## config.mk

```make
export PLATFORM = sky130hd
export DESIGN_NAME = fetch_controller_flat
export DESIGN_NICKNAME = d
export VERILOG_FILES = /design/src/rtl/fetch_controller_if.sv /design/src/rtl/fetch_controller.sv /design/src/flat_wrapper.sv
export SDC_FILE = /design/constraint.sdc
export NUM_CORES = 1
export LEC_CHECK = 0
export ABC_AREA = 0
export CAP_MARGIN = 20
export CORE_UTILIZATION = 25
export CTS_BUF_LIST = sky130_fd_sc_hd__clkbuf_2 sky130_fd_sc_hd__clkbuf_4 sky130_fd_sc_hd__clkbuf_8
export DETAILED_ROUTE_END_ITERATION = 10
export PLACE_DENSITY = 0.46
export SYNTH_ARGS = -nofsm -noshare
export SYNTH_HDL_FRONTEND = slang
export SYNTH_SLANG_ARGS = --single-unit
```

## constraint.sdc

```tcl
create_clock -name clk -period 2.5 [get_ports clk]
set_input_delay 0.5 -clock clk [delete_from_list [all_inputs] [get_ports clk]]
set_output_delay 0.5 -clock clk [all_outputs]
set_load 0.1 [all_outputs]
```

## src/rtl/fetch_controller_if.sv

```systemverilog
// Instruction-memory request/response bus.
// The controller drives the request side; the memory answers with ack/rdata.
interface fetch_controller_if;
    logic        imem_req;
    logic [31:0] imem_addr;
    logic        imem_ack;
    logic [31:0] imem_rdata;

    modport master (
        output imem_req,
        output imem_addr,
        input  imem_ack,
        input  imem_rdata
    );

    modport slave (
        input  imem_req,
        input  imem_addr,
        output imem_ack,
        output imem_rdata
    );
endinterface

```

## src/rtl/fetch_controller.sv

```systemverilog
// Front-end fetch controller: sequential PC, redirect flush, one out slot
// plus a single skid entry so back-to-back fetch survives a one-cycle stall.
module fetch_controller (
    input  logic                      clk,
    input  logic                      reset,
    input  logic                      stall,
    input  logic                      redirect_valid,
    input  logic [31:0]               redirect_pc,
    fetch_controller_if.master        imem,
    output logic                      pc_load_n,
    output logic [31:0]               pc_next,
    output logic                      inst_valid,
    output logic [31:0]               inst,
    output logic [31:0]               inst_pc
);

    localparam logic [1:0] START = 2'd0;
    localparam logic [1:0] FETCH = 2'd1;
    localparam logic [1:0] HOLD  = 2'd2;
    localparam logic [1:0] DRAIN = 2'd3;

    logic [1:0]  state_q, state_d;
    logic [31:0] next_addr_q, next_addr_d;
    logic        req_q, req_d;
    logic [31:0] addr_q, addr_d;
    logic        out_valid_q, out_valid_d;
    logic [31:0] out_inst_q, out_inst_d;
    logic [31:0] out_pc_q, out_pc_d;
    logic        skid_valid_q, skid_valid_d;
    logic [31:0] skid_inst_q, skid_inst_d;
    logic [31:0] skid_pc_q, skid_pc_d;

    logic        done;
    logic        consume;
    logic [31:0] addr_inc;

    assign done     = req_q & imem.imem_ack;
    assign consume  = out_valid_q & ~stall;
    assign addr_inc = addr_q + 32'd4;

    // Next-state: redirect wins, otherwise sequence fetches through the FSM.
    always_comb begin
        state_d      = state_q;
        next_addr_d  = next_addr_q;
        req_d        = req_q;
        addr_d       = addr_q;
        out_valid_d  = out_valid_q;
        out_inst_d   = out_inst_q;
        out_pc_d     = out_pc_q;
        skid_valid_d = skid_valid_q;
        skid_inst_d  = skid_inst_q;
        skid_pc_d    = skid_pc_q;
        pc_load_n    = 1'b1;
        pc_next      = next_addr_q;

        if (consume) begin
            out_valid_d = 1'b0;
        end

        if (redirect_valid) begin
            next_addr_d  = redirect_pc;
            pc_load_n    = 1'b0;
            pc_next      = redirect_pc;
            out_valid_d  = 1'b0;
            skid_valid_d = 1'b0;
            if (req_q && !imem.imem_ack) begin
                // Outstanding transfer must finish before a new request.
                state_d = DRAIN;
            end else begin
                state_d = FETCH;
                req_d   = 1'b1;
                addr_d  = redirect_pc;
            end
        end else begin
            unique case (state_q)
                START: begin
                    state_d = FETCH;
                    req_d   = 1'b1;
                    addr_d  = next_addr_q;
                end
                FETCH: begin
                    if (done) begin
                        next_addr_d = addr_inc;
                        pc_load_n   = 1'b0;
                        pc_next     = addr_inc;
                        if (!out_valid_q || !stall) begin
                            out_valid_d = 1'b1;
                            out_inst_d  = imem.imem_rdata;
                            out_pc_d    = addr_q;
                            addr_d      = addr_inc;
                        end else begin
                            skid_valid_d = 1'b1;
                            skid_inst_d  = imem.imem_rdata;
                            skid_pc_d    = addr_q;
                            state_d      = HOLD;
                            req_d        = 1'b0;
                        end
                    end
                end
                HOLD: begin
                    if (consume) begin
                        out_valid_d  = 1'b1;
                        out_inst_d   = skid_inst_q;
                        out_pc_d     = skid_pc_q;
                        skid_valid_d = 1'b0;
                        state_d      = FETCH;
                        req_d        = 1'b1;
                        addr_d       = next_addr_q;
                    end
                end
                DRAIN: begin
                    if (done) begin
                        state_d = FETCH;
                        req_d   = 1'b1;
                        addr_d  = next_addr_q;
                    end
                end
                default: begin
                    state_d = START;
                    req_d   = 1'b0;
                end
            endcase
        end

        if (reset) begin
            pc_load_n = 1'b1;
        end
    end

    // State registers with synchronous reset.
    always_ff @(posedge clk) begin
        if (reset) begin
            state_q      <= START;
            next_addr_q  <= 32'd0;
            req_q        <= 1'b0;
            addr_q       <= 32'd0;
            out_valid_q  <= 1'b0;
            out_inst_q   <= 32'd0;
            out_pc_q     <= 32'd0;
            skid_valid_q <= 1'b0;
            skid_inst_q  <= 32'd0;
            skid_pc_q    <= 32'd0;
        end else begin
            state_q      <= state_d;
            next_addr_q  <= next_addr_d;
            req_q        <= req_d;
            addr_q       <= addr_d;
            out_valid_q  <= out_valid_d;
            out_inst_q   <= out_inst_d;
            out_pc_q     <= out_pc_d;
            skid_valid_q <= skid_valid_d;
            skid_inst_q  <= skid_inst_d;
            skid_pc_q    <= skid_pc_d;
        end
    end

    assign imem.imem_req  = req_q;
    assign imem.imem_addr = addr_q;
    assign inst_valid     = out_valid_q;
    assign inst           = out_inst_q;
    assign inst_pc        = out_pc_q;

endmodule

```

## src/flat_wrapper.sv

```systemverilog
// flat-port wrapper written by rule: the top's interface ports become plain ports
module fetch_controller_flat 
  (clk, reset, stall, redirect_valid, redirect_pc, pc_load_n, pc_next, inst_valid, inst, inst_pc, imem_imem_req, imem_imem_addr, imem_imem_ack, imem_imem_rdata);
  fetch_controller_if imem_i ();
  input  logic clk;
  input  logic reset;
  input  logic stall;
  input  logic redirect_valid;
  input  logic [31:0] redirect_pc;
  output logic pc_load_n;
  output logic [31:0] pc_next;
  output logic inst_valid;
  output logic [31:0] inst;
  output logic [31:0] inst_pc;
  output wire logic [$bits(imem_i.imem_req)-1:0] imem_imem_req;
  output wire logic [$bits(imem_i.imem_addr)-1:0] imem_imem_addr;
  input wire logic [$bits(imem_i.imem_ack)-1:0] imem_imem_ack;
  input wire logic [$bits(imem_i.imem_rdata)-1:0] imem_imem_rdata;
  assign imem_imem_req = imem_i.imem_req;
  assign imem_imem_addr = imem_i.imem_addr;
  assign imem_i.imem_ack = imem_imem_ack;
  assign imem_i.imem_rdata = imem_imem_rdata;
  fetch_controller u_core (.clk(clk), .reset(reset), .stall(stall), .redirect_valid(redirect_valid), .redirect_pc(redirect_pc), .imem(imem_i), .pc_load_n(pc_load_n), .pc_next(pc_next), .inst_valid(inst_valid), .inst(inst), .inst_pc(inst_pc));
endmodule
```

### Word-level counts from Yosys, hierarchy flattened

Cells that the tools add are included.

* memories: 0
* output and inout port bits: 131
* bits in latches: 0
* bits in read-only memories: 0
* flip-flop bits (word level): 196
* logic and storage cells: 81
* memory bits (writable): 0
* input bits: 69

* reductions and logical operators: 13
* $mul: 0
* add/sub/neg operators: 1
* magnitude comparators: 0
* bitwise operators: 5
* divide/modulo/power cells: 0
* shift-type cells: 0
* mux-type cells: 41
* equality and inequality tests: 12

Operators by type and width (count)
* $mux W32: 15
* $pmux W32 S2: 2
* $pmux W32 S4: 1
* $add A32 B3 Y32 const B: 1
* $reduce_and A5 Y1: 3
* $mux W1: 14
* $mux W2: 6
* $ne A3 B2 Y1 const B: 4
* $pmux W2 S4: 1
* $reduce_and A4 Y1: 2
* $ne A2 B1 Y1 const B: 3
* $eq A2 B2 Y1 const B: 2
* $pmux W1 S4: 1
* $logic_not A1 Y1: 3
* $ne A3 B3 Y1 const B: 1
* $not A1 Y1: 3
* $and A1 B1 Y1: 2
* $eq A2 B1 Y1 const B: 1
* $logic_not A2 Y1: 1
* $ne A2 B2 Y1 const B: 1
* $pmux W1 S2: 1
* $reduce_bool A2 Y1: 1
* $reduce_or A2 Y1: 1
* $logic_and A1 B1 Y1: 1
* $logic_or A1 B1 Y1: 1

### Logic depth before layout (Yosys ltp)

Gate-level depths: netlist (run 1).

* depth in word-level cells: 6
* gate-level depth with buffers: 10
* depth with buffers taken out: 7

### Worst setup path after synthesis (run 1)

No wires, ideal clock.

* kind: flip-flop to output port
* start point: reg u_core.addr_q[3] (netlist: u_core.imem.imem_addr[3])
* end point: out pc_next[28]
* cell stages (with the launch flop): 7
* arrival: 4539 ps
* path buffers: 0
* data required time: 2000 ps
* setup slack: -2539 ps
* path through: dfxtp_1 -> ha_1 -> nand4_2 -> nor4_4 -> nand3_1 -> xor2_1 -> o21ai_0

* word-level cells in the longest chain between the ends: 4

Ends and longest elaborated chain
* from (decl): line fetch_controller.sv:25 `logic [31:0] addr_q, addr_d;`
* from (signal assigned): line fetch_controller.sv:147 `addr_q <= addr_d;`
* $add A32 B3 Y32: line fetch_controller.sv:39 `assign addr_inc = addr_q + 32'd4;`
* $mux W32 (3 in a row)
* to (decl): line flat_wrapper.sv:11 `output logic [31:0] pc_next;`

No other way between the ends.

### Worst setup path in the final report (run 1)

* start point: reg u_core.addr_q[16] (netlist: u_core.imem.imem_addr[16])
* end point: out pc_next[28]

The elaborated chain is that of the path after synthesis.

==> flow_summary.toml, run 1 <==
[run_status]
status = "complete, but fails checks"
violations = "setup timing"

[detailed_routing]
vias_per_cell = 4.874
drc = 0
dr.pass1.iters = 6
ant_nets = 0
wl_per_cell_um = 18.57
routed_wl_um = 36700
dr.first_iter.drc_count = 463
num_vias = 9632

[worst_hold_path]
hp-class = "primary input to flop"
min_path_cells = 2

[global_routing]
grtUsageTotal_pct = 18.82
grt_pass1_vias = 9258
grt_pass1_wl_um = 55990
antenna_found_initial = 0
grt_overflow = 0
grt_max_degree = 66

[setup_path]
worst_r2r_endpoint = "u_core.imem.imem_addr[28]"
rrSetupSlack_ps = -360
ff2ff_path_depth = 19
worstPathMaxFanout = 3
required_ps = 2000
worstSetupEndpoint = "pc_next[28]"
crit_start = "u_core.imem.imem_addr[16]"
worstSetupEndpointType = "output port"
critPathKind = "flop to output port"
startpoint_type = "flop"
regToRegStartpoint = "u_core.imem.imem_addr[16]"
arrival_ps = 2390

[timing]
period_share_pct = 115.7
period_needed_ps = 2891
finalHoldViolCount = 0
setup_viol = 30
worst_slack_ps = -391.4
rsz0062_at_grt = "yes"
drv_slew = 0
worst-slew-pin-transition_ps = 519.4
clock.fmax_mhz = 345.9
slew_headroom_pct = 65.01
finalClockSkew_ps = 14.69

[yosys]
syn_area_sq_um = 9558
yosys_warnings = 0
ys_ff_latch = 196
synth_cell_types = 64
yosys.area_share.simple_pct = 20.51
synth_ff_type = "dfxtp_1"
async_reset_ff_share_pct = 0
yosysSeqAreaShare_pct = 41.05
syn_area_per_cell_sq_um = 8.282
syn_nets = 1227
muxShareOfSynthArea_pct = 7.449
yosys.area_share.adder_pct = 0.5236
synth_top_family_by_area = "compound AO/OA/AOI/OAI gates"
synth_compound_area_share_pct = 23.00
synth-xor-area-share_pct = 2.108
synth-edff-count = 0
netlist_instances = 1154

[cts]
htreeDepth = 4
cts.sinks = 196
clockBufferDepth = 2
cts_tree = "yes"
cts_made_buffers = 17
clock_latency_ps = 500
postCtsHoldBufs = 0
clockRootBuffer = "clkbuf_8"
clkTransAtPathRegs_ps = 110

[floorplan]
core_area_sq_um = 37670
rows = 71
io_pins = 200
die_w_um = 197.5
fp.dieArea_sq_um = 39020
start_util_pct = 25.38
die-height_um = 197.5

[placement]
dpl-instance-area_sq_um = 13420
place_hpwl_um = 24970
gp_congestion = 0.8048
portBuffers = 199

[cells_and_area]
final_cell_mix = "buf_4, dfxtp_1, nand2_1"
fillers = 3844
final_area_sq_um = 14980
fin_nets = 1525
syn2layout_area_growth_pct = 56.72
final_common_cell = "buf_4"
diodes = 0
final_util_pct = 39.77
drive_above_1_share_pct = 34.81

[run]
maxCapViolCount = 0

[pwr]
leakage_nw = 5.593
ir_drop_uv = 390.8
p_per_area_nw_per_um2 = 633.2
[registers in the layout, indices dropped and copies added, names as in the netlist]
| signal | flops |
|---|---|
| u_core.imem.imem_req | 1 |
| u_core.inst_pc | 32 |
| u_core.skid_inst_q | 32 |
| u_core.next_addr_q | 32 |
| u_core.skid_pc_q | 32 |
| u_core.state_q | 2 |
| u_core.imem.imem_addr | 32 |
| u_core.inst_valid | 1 |
| u_core.inst | 32 |
[metrics by stage]
stage | hold WS [ps] | setup TNS [ps] | cells | worst slack (ps) | power [mW]
2_1_floorplan | 436.0 | -5547 | 1154 | -848.4 | 6.104
3_3_place_gp | 440.8 | -1977 | 1874 | -113.1 | 7.250
3_5_place_dp | 446.8 | -2999 | 1874 | -133.4 | 7.261
4_1_cts | 287.4 | -8235 | 1958 | -414.7 | 9.609
5_1_grt | 294.9 | -10810 | 1976 | -515.8 | 9.917
6_report | 326.4 | -7111 | 1976 | -391.4 | 9.484
[cell type report]
type / count / area [sq um] / share of cell area (%)
Inverter: 11 / 41.29 / 0.2756
Clock inverter: 15 / 145.1 / 0.9689
Timing Repair Buffer: 388 / 3891 / 25.98
Tap cell: 511 / 639.4 / 4.268
Sequential cell: 196 / 4028 / 26.89
Clock buffer: 17 / 234.0 / 1.562
Multi-Input combinational cell: 838 / 6001 / 40.06
[worst max-delay path, cell delays in order, from the launching register on]
cell,delay (ps)
dfxtp_4,370
buf_6,90
nand4_1,190
buf_6,200
nor4_4,270
nand3_2,150
xor2_2,230
o21ai_4,180
buf_12,190
[cell usage after synthesis, drive strengths merged (8+ instances only)]
library cell	n	area (sq um)
nand4	12	126.4
nor3	27	150.2
a21oi	104	531.8
o22ai	11	68.82
a21o	9	67.56
buf	47	231.5
xnor2	16	140.1
a31oi	14	87.58
nor4	21	227.7
o21ai	37	188.9
nand3	15	80.08
nor2b	19	118.9
dfxtp	196	3924
o21a	9	67.56
and3	8	50.05
inv	10	37.53
mux2i	70	700.7
a22oi	20	150.1
clkbuf	63	239.0
nand2	171	641.9
a211oi	83	628.1
a2bb2oi	9	78.83
nor2	114	430.4
[logic make-up (layout without fill, tap and decap cells)]
| family | after synthesis | count (layout) |
|---|---|---|
| xor+xnor | 23 | 23 |
| flops | 196 | 196 |
| fa+ha+maj | 4 | 4 |
| buf+inv | 121 | 431 |
| compound gates | 332 | 332 |
| simple gates | 407 | 408 |
| mux | 71 | 71 |
[report_power, final]
group          internal (mW)  switching, mW  total, mW  leakage, nW
Combinational           1.20           2.64       3.84         3.78
Clock                  0.819           1.30       2.12        0.197
Sequential              3.34          0.190       3.53         1.62
Total                   5.35           4.13       9.48         5.59
[routing by layer]
metal	up-vias	GRT usage [%]	wire [um]
met2	227	31.89	18230
li1	4733	-	-
met1	4631	24.22	16140
met3	41	3.073	1565
met5	-	0	0
met4	0	6.087	762
[timing repair]
item                                   in CTS  in global routing
buffers inserted                           56                 25
pin swaps                                  58                 28
gates cloned                                3                  0
setup endpoints to repair                  33                 35
resized for setup                         122                 19
endpoints found under the hold margin       0                  0
[worst min path at each step]
stage                                      start                endpoint  slack, ps
after floorplan            u_core.skid_inst_q[0]   u_core.skid_inst_q[0]        440
after global placement     u_core.skid_inst_q[4]   u_core.skid_inst_q[4]        440
after detailed placement  u_core.skid_inst_q[31]  u_core.skid_inst_q[31]        450
after CTS                                  reset     u_core.skid_pc_q[5]        290
after global routing                       reset     u_core.skid_pc_q[5]        290
final                                      reset     u_core.skid_pc_q[5]        330
Note: power is estimated with default switching activity, not from simulation.
==> run 2: changes to the inputs <==
Clock period 2.5 ns to 3.15 ns, I/O delays scaled along.
==> flow_summary.toml, run 2 (same netlist as run 1, synthesis figures left out) <==
[setup_path]
cpLargestDelayFamily = "simple AND/OR/NAND/NOR gates"
worst_r2r_endpoint = "u_core.inst_pc[5]"
critPathBufInv = 2
required_ps = 2520
critPathKind = "flop to output port"
crit_path_top_delay_cell = "dfxtp_4"
crit_chain = "ha_4, nand4_4, buf_6, nor4_4, nand3_2, xor2_4, o21ai_4, buf_12"
crit_start = "u_core.imem.imem_addr[3]"
worstSetupEndpoint = "pc_next[28]"
worstSetupEndpointType = "output port"
startpoint_type = "flop"
crit_path_max_incr_delay_ps = 420
cp_num_cells = 8
worstPathMaxFanout = 6
rrSetupSlack_ps = 790
ff2ff_path_depth = 8
arrival_ps = 2430
regToRegStartpoint = "u_core.state_q[1]"

[floorplan]
start_util_pct = 25.38
die-height_um = 197.5
core_area_sq_um = 37670
die_w_um = 197.5
io_pins = 200
rows = 71
fp.dieArea_sq_um = 39020

[detailed_routing]
drc = 0
wl_per_cell_um = 18.44
dr.first_iter.drc_count = 512
ant_nets = 0
routed_wl_um = 34710
num_vias = 8996
vias_per_cell = 4.780
dr.pass1.iters = 5

[global_routing]
grt_max_degree = 169
grtUsageTotal_pct = 17.75
grt_pass1_vias = 8227
grt_overflow = 0
antenna_found_initial = 1
grt_pass1_wl_um = 52380

[timing]
clock.fmax_mhz = 326.3
finalHoldViolCount = 0
drv_slew = 0
setup_viol = 0
period_needed_ps = 3065
fin_hold_ws_ps = 460.0
slew_headroom_pct = 40.59
worst-slew-pin-transition_ps = 891.2
finalClockSkew_ps = 14.65
period_share_pct = 97.29
rsz0062_at_grt = "yes"

[placement]
portBuffers = 199
place_hpwl_um = 23500
gp_congestion = 0.7911
dpl-instance-area_sq_um = 12590

[pwr]
p_per_area_nw_per_um2 = 541.1
ir_drop_uv = 267.2
pwr-share-comb_pct = 38.1
p_int_mw = 4.114
seqPwrFrac_pct = 38.9
p_sw_mw = 3.184
leakage_nw = 4.895
switching_share_pct = 43.63
p_clk_share_pct = 23.0

[cts]
clockBufferDepth = 2
cts_tree = "yes"
htreeDepth = 4
clock_latency_ps = 510
cts_made_buffers = 17
clkTransAtPathRegs_ps = 110
cts.sinks = 196
clockRootBuffer = "clkbuf_8"
postCtsHoldBufs = 0

[cells_and_area]
fillers = 3978
final_cell_mix = "buf_4, nand2_1, dfxtp_1"
final_area_sq_um = 13490
fin_nets = 1430
drive_above_1_share_pct = 26.64
final_common_cell = "buf_4"
syn2layout_area_growth_pct = 41.12

[run_status]
status = "finished, final reports clean"

[worst_hold_path]
hp-class = "flop to flop"

[run]
maxCapViolCount = 0
==> run 2: changes by cell type in the layout (fill, tap and decap cells not counted), moves of 4 or more <==
cell,before,now
nand2_1,160,169
buf_6,32,4
dfxtp_4,25,18
xnor2_1,3,13
o21ai_2,4,9
buf_12,55,42
dfxtp_2,8,12
nor3_1,18,23
buf_4,233,181
nand2_4,7,1
o21ai_4,18,10
xnor2_4,7,0
==> run 2: stage by stage <==
| step | setup TNS, ps | worst slack [ps] | total power [mW] | cells | util (%) |
|---|---|---|---|---|---|
| CTS | -140.3 | -57.04 | 7.326 | 1842 | 34.67 |
| detailed placement | 0 | 110.3 | 5.612 | 1803 | 33.42 |
| global route | -280.3 | -60.23 | 7.630 | 1882 | 35.81 |
| finish | 0 | 85.43 | 7.298 | 1882 | 35.81 |
| floorplan | -592.0 | -329.2 | 4.806 | 1154 | - |
| global placement | 0 | 120.7 | 5.602 | 1803 | 33.42 |
==> run 2: final cells by class <==
| class | count | area (sq um) | area share (%) |
|---|---|---|---|
| multi-input cells | 837 | 5505 | 40.82 |
| flip-flops and latches | 196 | 4006 | 29.70 |
| repair buffers | 294 | 2910 | 21.58 |
| well taps | 511 | 639.4 | 4.740 |
| clock buffers | 18 | 241.5 | 1.790 |
| clock inverters | 14 | 141.4 | 1.048 |
| inverters | 11 | 41.29 | 0.3061 |
| diodes | 1 | 2.502 | 0.01855 |
==> run 2: timing repair <==
item / in CTS / in global routing
setup buffers: 7 / 39
pin swaps: 6 / 12
resized for setup: 6 / 27
setup endpoints to repair: 13 / 22
hold endpoints to repair: 0 / 0
==> run 2: power groups by stage <==
stage | Combinational, mW | Clock [mW] | Sequential, mW
finish | 2.78 | 1.68 | 2.84
global placement | 2.70 | 0 | 2.90
floorplan | 1.05 | 0 | 3.76
CTS | 2.71 | 1.76 | 2.85
detailed placement | 2.70 | 0 | 2.91
global route | 2.91 | 1.85 | 2.86
==> run 2: tightest hold or removal path, cell delays in order, from the launching register on <==
cell	delay, ps
dfxtp_1	320
nand2_1	50
a21oi_1	50
==> run 2: layer usage <==
| layer | wire [um] | GRT usage (%) | vias to the layer above |
|---|---|---|---|
| met5 | 0 | 0 | - |
| met3 | 1471 | 3.910 | 19 |
| met4 | 360 | 4.220 | 0 |
| li1 | - | - | 4539 |
| met1 | 17100 | 25.35 | 4271 |
| met2 | 15780 | 26.88 | 167 |
==> run 2: worst min-delay path by stage <==
stage	from	to	slack, ps	cells past startpoint
after global routing	reset	u_core.next_addr_q[13]	440	2
after CTS	reset	u_core.next_addr_q[13]	440	2
final	u_core.skid_pc_q[30]	u_core.skid_pc_q[30]	460	2
after global placement	u_core.skid_inst_q[24]	u_core.skid_inst_q[24]	440	2
after detailed placement	u_core.skid_pc_q[16]	u_core.skid_pc_q[16]	450	2
after floorplan	u_core.skid_inst_q[0]	u_core.skid_inst_q[0]	440	2
